### src/rtl/mips_pkg.sv
// Shared widths and the writeback request type for the MIPS register-file write path.
package mips_pkg;

  localparam int DATA_W   = 32;
  localparam int ADDR_W   = 5;
  localparam int NUM_REGS = 2 ** ADDR_W;

  typedef struct packed {
    logic [ADDR_W-1:0] dst;
    logic [DATA_W-1:0] data;
  } wb_req_t;

endpackage

### src/rtl/mips_wb_slot.sv
// One-entry writeback holding slot: accepts a request while empty or while draining.
module mips_wb_slot
  import mips_pkg::*;
#(
  parameter int DATA_W_P = DATA_W,
  parameter int ADDR_W_P = ADDR_W
) (
  input  logic                clk,
  input  logic                rst_n,
  input  logic                in_valid,
  input  logic [ADDR_W_P-1:0] in_reg,
  input  logic [DATA_W_P-1:0] in_data,
  input  logic                grant,
  output logic                ready,
  output logic                load,
  output logic                full,
  output logic [ADDR_W_P-1:0] slot_reg,
  output logic [DATA_W_P-1:0] slot_data
);

  logic                full_q, full_d;
  logic [ADDR_W_P-1:0] reg_q, reg_d;
  logic [DATA_W_P-1:0] data_q, data_d;

  // A slot being granted this cycle frees up on the same edge, so it may reload.
  assign ready = !full_q || grant;
  assign load  = in_valid && ready;

  // NOTE: every always_comb output gets a default first so no path can infer a latch.
  always_comb begin
    full_d = full_q;
    reg_d  = reg_q;
    data_d = data_q;
    if (load) begin
      full_d = 1'b1;
      reg_d  = in_reg;
      data_d = in_data;
    end else if (grant) begin
      full_d = 1'b0;
    end
  end

  // NOTE: state registers use non-blocking assignments so all flops update together at the edge.
  always_ff @(posedge clk or negedge rst_n) begin
    if (!rst_n) begin
      full_q <= 1'b0;
      reg_q  <= '0;
      data_q <= '0;
    end else begin
      full_q <= full_d;
      reg_q  <= reg_d;
      data_q <= data_d;
    end
  end

  assign full      = full_q;
  assign slot_reg  = reg_q;
  assign slot_data = data_q;

endmodule

### src/rtl/mips_regfile_write_arbiter.sv
// Oldest-first arbiter sharing the register-file write port between ALU (A) and load (B) writeback.
module mips_regfile_write_arbiter
  import mips_pkg::*;
#(
  parameter int DATA_W_P = DATA_W,
  parameter int ADDR_W_P = ADDR_W
) (
  input  logic                     clk,
  input  logic                     rst_n,
  input  logic                     a_valid,
  output logic                     a_ready,
  input  logic [ADDR_W_P-1:0]      a_reg,
  input  logic [DATA_W_P-1:0]      a_data,
  input  logic                     b_valid,
  output logic                     b_ready,
  input  logic [ADDR_W_P-1:0]      b_reg,
  input  logic [DATA_W_P-1:0]      b_data,
  output logic [ADDR_W_P-1:0]      write_reg,
  output logic [DATA_W_P-1:0]      write_data,
  output logic                     signal_reg_write,
  output logic [2**ADDR_W_P-1:0]   pending_regs,
  output logic                     busy
);

  localparam int NREGS = 2 ** ADDR_W_P;

  logic                grant_a, grant_b;
  logic                load_a, load_b;
  logic                full_a, full_b;
  logic [ADDR_W_P-1:0] slot_a_reg, slot_b_reg;
  logic [DATA_W_P-1:0] slot_a_data, slot_b_data;

  logic                a_older_q, a_older_d;
  logic [ADDR_W_P-1:0] write_reg_q, write_reg_d;
  logic [DATA_W_P-1:0] write_data_q, write_data_d;
  logic                we_q, we_d;

  mips_wb_slot #(.DATA_W_P(DATA_W_P), .ADDR_W_P(ADDR_W_P)) u_slot_a (
    .clk       (clk),
    .rst_n     (rst_n),
    .in_valid  (a_valid),
    .in_reg    (a_reg),
    .in_data   (a_data),
    .grant     (grant_a),
    .ready     (a_ready),
    .load      (load_a),
    .full      (full_a),
    .slot_reg  (slot_a_reg),
    .slot_data (slot_a_data)
  );

  mips_wb_slot #(.DATA_W_P(DATA_W_P), .ADDR_W_P(ADDR_W_P)) u_slot_b (
    .clk       (clk),
    .rst_n     (rst_n),
    .in_valid  (b_valid),
    .in_reg    (b_reg),
    .in_data   (b_data),
    .grant     (grant_b),
    .ready     (b_ready),
    .load      (load_b),
    .full      (full_b),
    .slot_reg  (slot_b_reg),
    .slot_data (slot_b_data)
  );

  // Grant depends only on slot state, keeping ready free of any path from valid.
  assign grant_a = full_a && (!full_b || a_older_q);
  assign grant_b = full_b && !grant_a;

  always_comb begin
    a_older_d    = a_older_q;
    we_d         = 1'b0;
    write_reg_d  = write_reg_q;
    write_data_d = write_data_q;

    // The slot that stays full across a single-slot load becomes the older one.
    if (load_a && load_b) begin
      a_older_d = 1'b1;
    end else if (load_a && full_b && !grant_b) begin
      a_older_d = 1'b0;
    end else if (load_b && full_a && !grant_a) begin
      a_older_d = 1'b1;
    end

    if (grant_a) begin
      write_reg_d  = slot_a_reg;
      write_data_d = slot_a_data;
      we_d         = (slot_a_reg != '0);
    end else if (grant_b) begin
      write_reg_d  = slot_b_reg;
      write_data_d = slot_b_data;
      we_d         = (slot_b_reg != '0);
    end
  end

  always_ff @(posedge clk or negedge rst_n) begin
    if (!rst_n) begin
      a_older_q    <= 1'b0;
      write_reg_q  <= '0;
      write_data_q <= '0;
      we_q         <= 1'b0;
    end else begin
      a_older_q    <= a_older_d;
      write_reg_q  <= write_reg_d;
      write_data_q <= write_data_d;
      we_q         <= we_d;
    end
  end

  // Register 0 is hardwired, so its pending bit is never raised.
  always_comb begin
    pending_regs = '0;
    for (int r = 1; r < NREGS; r++) begin
      pending_regs[r] = (full_a && (slot_a_reg == ADDR_W_P'(r))) ||
                        (full_b && (slot_b_reg == ADDR_W_P'(r))) ||
                        (we_q   && (write_reg_q == ADDR_W_P'(r)));
    end
  end

  assign write_reg        = write_reg_q;
  assign write_data       = write_data_q;
  assign signal_reg_write = we_q;
  assign busy             = full_a || full_b || we_q;

endmodule

### config.mk
export PLATFORM = sky130hd
export DESIGN_NAME = mips_regfile_write_arbiter
export DESIGN_NICKNAME = d
export VERILOG_FILES = /design/src/rtl/mips_pkg.sv /design/src/rtl/mips_wb_slot.sv /design/src/rtl/mips_regfile_write_arbiter.sv
export SDC_FILE = /design/constraint.sdc
export NUM_CORES = 1
export LEC_CHECK = 0
export CAP_MARGIN = 20
export CELL_PAD_IN_SITES_DETAIL_PLACEMENT = 0
export CELL_PAD_IN_SITES_GLOBAL_PLACEMENT = 2
export CORE_ASPECT_RATIO = 0.9
export CORE_MARGIN = 3
export CORE_UTILIZATION = 34
export DETAILED_ROUTE_END_ITERATION = 7
export GPL_TIMING_DRIVEN = 0
export PLACE_DENSITY = 0.9
export SYNTH_ARGS = -nofsm -noshare
export SYNTH_HDL_FRONTEND = slang
export SYNTH_HIERARCHICAL = 1
export SYNTH_SLANG_ARGS = --single-unit
### constraint.sdc
create_clock -name clk -period 5.59 [get_ports clk]
set_input_delay 0.8385 -clock clk [delete_from_list [all_inputs] [get_ports clk]]
set_output_delay 0.8385 -clock clk [all_outputs]
set_load 0.01 [all_outputs]
# Word level (Yosys, flattened, before mapping)
# Cells that the tools add are included.
[word_totals]
ff_bits = 115
latchBits = 0
out_inout_bits = 73
n_memories = 0
elab_cells = 295
ramBits = 0
romBits = 0
[op_classes]
mul = 0
eq_ne = 93
magnitude_cmp = 0
n_shift = 0
bitwise_logic = 0
mux = 13
div_mod_pow = 0
addsub = 0
n_reduce_logical = 179
[ops]
columns = ["cell", "count"]
rows = [
  ["$eq 5x5->1 const B", 48],
  ["$eq 5x4->1 const B", 24],
  ["$logic_and 1x1->1", 102],
  ["$logic_or 1x1->1", 67],
  ["$mux 32", 2],
  ["$eq 5x3->1 const B", 12],
  ["$eq 5x2->1 const B", 6],
  ["$eq 5x1->1 const B", 3],
  ["$mux 5", 2],
  ["$reduce_bool 5->1", 2],
  ["$mux 1", 9],
  ["$reduce_bool 2->1", 3],
  ["$logic_not 1->1", 4],
  ["$reduce_bool 3->1", 1],
]

# Longest topological paths before layout
[depth]
ltp_word = 12
depth_mapped = 13

# By module
# Netlist, hierarchy kept.
[modules_own_cells]
columns = ["module", "n_inst", "cells_each", "area_per_inst_um2"]
rows = [
  ["mips_wb_slot", 2, 83, 1507.7],
  ["mips_regfile_write_arbiter", 1, 295, 2762.6],
]

# Least setup slack after synthesis
# OpenSTA, ideal clock, no wires.
[synth_timing]
kind = "register to output"
start = "register u_slot_a.full_q, in the netlist u_slot_a/full"
end = "output port pending_regs[10]"
stages_incl_launch_ff = 5
arrival_time_ps = 1232
t_required_ps = 4752
setup_slack_ps = 3520
path_cell_list = "dfrtp_1 > buf_4 > and4bb_2 > a222oi_1 > inv_1"
[synth_between]
elab_chain_len = 3
[synth_lines]
columns = ["element", "line", "source"]
rows = [
  ["from (decl)", "mips_wb_slot.sv:21", "logic full_q, full_d;"],
  ["from (signal assigned)", "mips_wb_slot.sv:50", "full_q <= full_d;"],
  ["$logic_and 1x1->1", "mips_regfile_write_arbiter.sv:114", "pending_regs[r] = (full_a && (slot_a_reg == ADDR_W_P'(r))) ||"],
  ["$logic_or 1x1->1", "mips_regfile_write_arbiter.sv:114", ""],
  ["$logic_or 1x1->1", "mips_regfile_write_arbiter.sv:115", "(full_b && (slot_b_reg == ADDR_W_P'(r))) ||"],
  ["to (decl)", "mips_regfile_write_arbiter.sv:21", "output logic [2**ADDR_W_P-1:0] pending_regs,"],
]
# No other way between the ends.

# Final worst setup path
[layout_timing]
start = "register write_reg_q[0], in the netlist write_reg[0]"
end = "output port pending_regs[15]"
[layout_between]
elab_chain_len = 3
[layout_lines]
columns = ["element", "line", "source"]
rows = [
  ["from (decl)", "mips_regfile_write_arbiter.sv:34", "logic [ADDR_W_P-1:0] write_reg_q, write_reg_d;"],
  ["from (signal assigned)", "mips_regfile_write_arbiter.sv:104", "write_reg_q <= write_reg_d;"],
  ["$eq 5x4->1", "mips_regfile_write_arbiter.sv:116", "(we_q && (write_reg_q == ADDR_W_P'(r)));"],
  ["$logic_and 1x1->1", "mips_regfile_write_arbiter.sv:116", ""],
  ["$logic_or 1x1->1", "mips_regfile_write_arbiter.sv:115", ""],
]
# No other way between the ends.

==> impl_metrics.tcl <==
set metrics [dict create \
    cp-start-kind "register" \
    area_growth_pct 40.88 \
    setup_tns_ns 0 \
    worst_pin_slew_ns 0.6803 \
    start_util_pct 35.22 \
    synth_area_um2 5778 \
    syn-instance-count 461 \
    grt_pass1_vias 4705 \
    p_sw_share_pct 34.67 \
    endpoint_kind "output port" \
    cap_violations 0 \
    design.core.area_um2 16410 \
    fin_skew_ns 0.01261 \
    r2r_slack_ns 3.17 \
    cts_tree "done" \
    synth.area.top_cells "dfrtp_1, mux2_4, mux2_2" \
    ys_seq_elements 115 \
    antenna_found_initial 0 \
    n_fill_cell 1432 \
    vdd_drop_max_v 0.0003126 \
    syn_nets 539 \
    p_leak_uw 0.003442 \
    seqCellArea_um2 2878 \
    fp.dieW_um 143.4 \
    yosysSeqAreaShare_pct 49.81 \
    finalPower_uw 4792 \
    drt-wirelength-per-cell_um 20.02 \
    r2r_end "a_older_q$_DFFE_PN0P_" \
    multi_input_area_um2 2608 \
    worstPathRequired_ns 4.75 \
    ys_types 36 \
    via_per_inst 5.322 \
    clock_latency_ns 0.41 \
    hold_class "input pin to asynchronous set/reset pin" \
    ios 151 \
    cp.arrival_ns 2.39 \
    relSlewSlack_pct 54.48 \
    drc 0 \
    status "completed" \
    crit_type "register to output port" \
    syn_avg_cell_area_um2 12.53 \
    grt_use_total_pct 18.51 \
    grt_max_degree 68 \
    synth_top_cell_by_area "dfrtp_1" \
    combPwrFrac_pct 45.6 \
    post_route_cells_drive_above_1_share_pct 28.15 \
    ys.warnings.count 6 \
    hold_viol_final 0 \
    p_int_uw 3131 \
    synth_top_area_share_pct 49.81 \
    place_congestion 0.8164 \
    fin_util_pct 49.62 \
    clock-sinks 115 \
    final_nets 708 \
    worst_slack_ns 2.365 \
    h-tree-depth 4 \
    root_buffer "clkbuf_16" \
    clk_pin_slew_ns 0.06 \
    setup_violations 0 \
    drt_iter0_markers 308 \
    fmax_mhz 310.1 \
    die_area_um2 18600 \
    numPortBuffers 149 \
    reg2reg_depth 13 \
    clock_path_buffers 2 \
    slew_viol_final 0 \
    period_minus_slack_ns 3.225 \
    rows 44 \
    overflow 0 \
    critPathMaxFanout 10 \
    rsz0062_at_grt "no" \
    grt_pass1_wl_mm 26.37 \
    cts.hold.buffers_added 0 \
    hpwl_mm 12.13 \
    switchingPower_uw 1661 \
    power_frac_seq_pct 32.0 \
    hold-worst-slack_ns 0.4507 \
    die_h_um 129.7 \
    antenna_cells 0 \
    cts_setup_buffers 0 \
    vias 4524 \
    dp_slack_ns 2.785 \
    p_clk_share_pct 22.4 \
    drtAntennaViolNets 0 \
    fin_crit_sh_pct 57.69 \
    dr.pass1.iters 5 \
    numCtsBuffers 17 \
    detail_route.wirelength_mm 17.02 \
    p_per_area_nw_per_um2 588.7 \
    ctsResizeCount 0 \
    timing.rr.start "u_slot_b/full$_DFFE_PN0P_" \
]
[synth_stat cells]
cell type and count:
clkbuf_1 15, mux2_4 38, nor2b_1 11, buf_1 3, and4_1 3, nor4b_2 3
or3_1 35, clkbuf_2 3, a222oi_1 1, a211o_1 3, a21o_1 1, and4bb_2 9
dfrtp_1 115, nand2_4 1, conb_1 1, o221a_1 6, and2_1 2, buf_6 12
nand2_1 62, a22oi_1 22, nand2b_4 2, a21oi_1 1, a41oi_1 1, o221a_2 31
nand2b_1 2, a32oi_1 8, nand2_2 2, buf_4 3, nor4b_1 2, and4b_1 9
inv_1 6, buf_2 6, mux2_2 36, nor2_1 4, nand2b_2 1, o22ai_1 1
[cells by family (layout without fill, tap and decap cells)]
| logic type | count (synthesis) | after routing | share of synthesized area [%] |
|---|---|---|---|
| other | 1 | 1 | 0.06490 |
| AO/OA/AOI/OAI | 75 | 75 | 12.39 |
| flip-flops | 115 | 115 | 49.81 |
| multiplexers | 74 | 74 | 16.89 |
| AND/OR/NAND/NOR | 148 | 148 | 15.79 |
| buffers and inverters | 48 | 230 | 5.067 |
[critical path, cell delays in order (launching register included)]
cell	delay (ns)
dfrtp_1	0.41
clkbuf_1	0.41
and4b_1	0.38
a32oi_1	0.13
nand2_1	0.11
clkdlybuf4s50_1	0.54
[stage by stage]
step                      cell area, µm²  std cells
after detailed placement            7553        818
final                               8140        850
after floorplan                     5778        461
after CTS                           8140        850
after global routing                8140        850
after global placement              7528        817
[layout by cell type, fill, tap and decap left out, types with 8 or more instances in the layout]
master / n
dfrtp_1: 115
or3_1: 35
and4b_1: 9
nand2_1: 62
and4bb_2: 9
clkbuf_1: 15
a32oi_1: 8
mux2_4: 38
o221a_2: 31
clkdlybuf4s50_1: 148
mux2_2: 36
clkbuf_16: 17
buf_6: 12
a22oi_1: 22
nor2b_1: 11
[worst max-delay path by stage]
stage,slack (ns),startpoint,to
5_1_grt,2.18,u_slot_b/full$_DFFE_PN0P_,pending_regs[2]
3_3_place_gp,-0.53,rst_n,write_reg[0]$_DFFE_PN0P_
6_report,2.37,write_reg[0]$_DFFE_PN0P_,pending_regs[15]
4_1_cts,2.33,u_slot_b/full$_DFFE_PN0P_,pending_regs[1]
2_1_floorplan,3.52,u_slot_a/full$_DFFE_PN0P_,pending_regs[10]
3_5_place_dp,2.79,u_slot_b/full$_DFFE_PN0P_,pending_regs[1]
[routing by layer]
metal	up-vias	part of all wire [%]	track usage [%]
li1	2069	-	-
met1	2271	47	26.33
met2	159	45	27.25
met3	25	6.2	4.797
met4	0	1.9	6.866
met5	-	0	0
[layout make-up]
type	count	share of cell area (%)
multi-input cells	298	32.03
flip-flops and latches	115	35.35
plain buffers	42	3.320
well taps	207	3.182
repair buffers	150	18.63
inverters	6	0.2767
clock buffers	19	5.564
clock inverters	13	1.645
[power groups by stage]
stage	combinational (µW)	sequential (µW)	clock, µW
2_1_floorplan	1280	1510	0
3_3_place_gp	2140	1520	0
3_5_place_dp	2190	1530	0
4_1_cts	2210	1530	1090
5_1_grt	2340	1580	1130
6_report	2190	1530	1070
No activity file was read; power rests on OpenSTA's default activity.
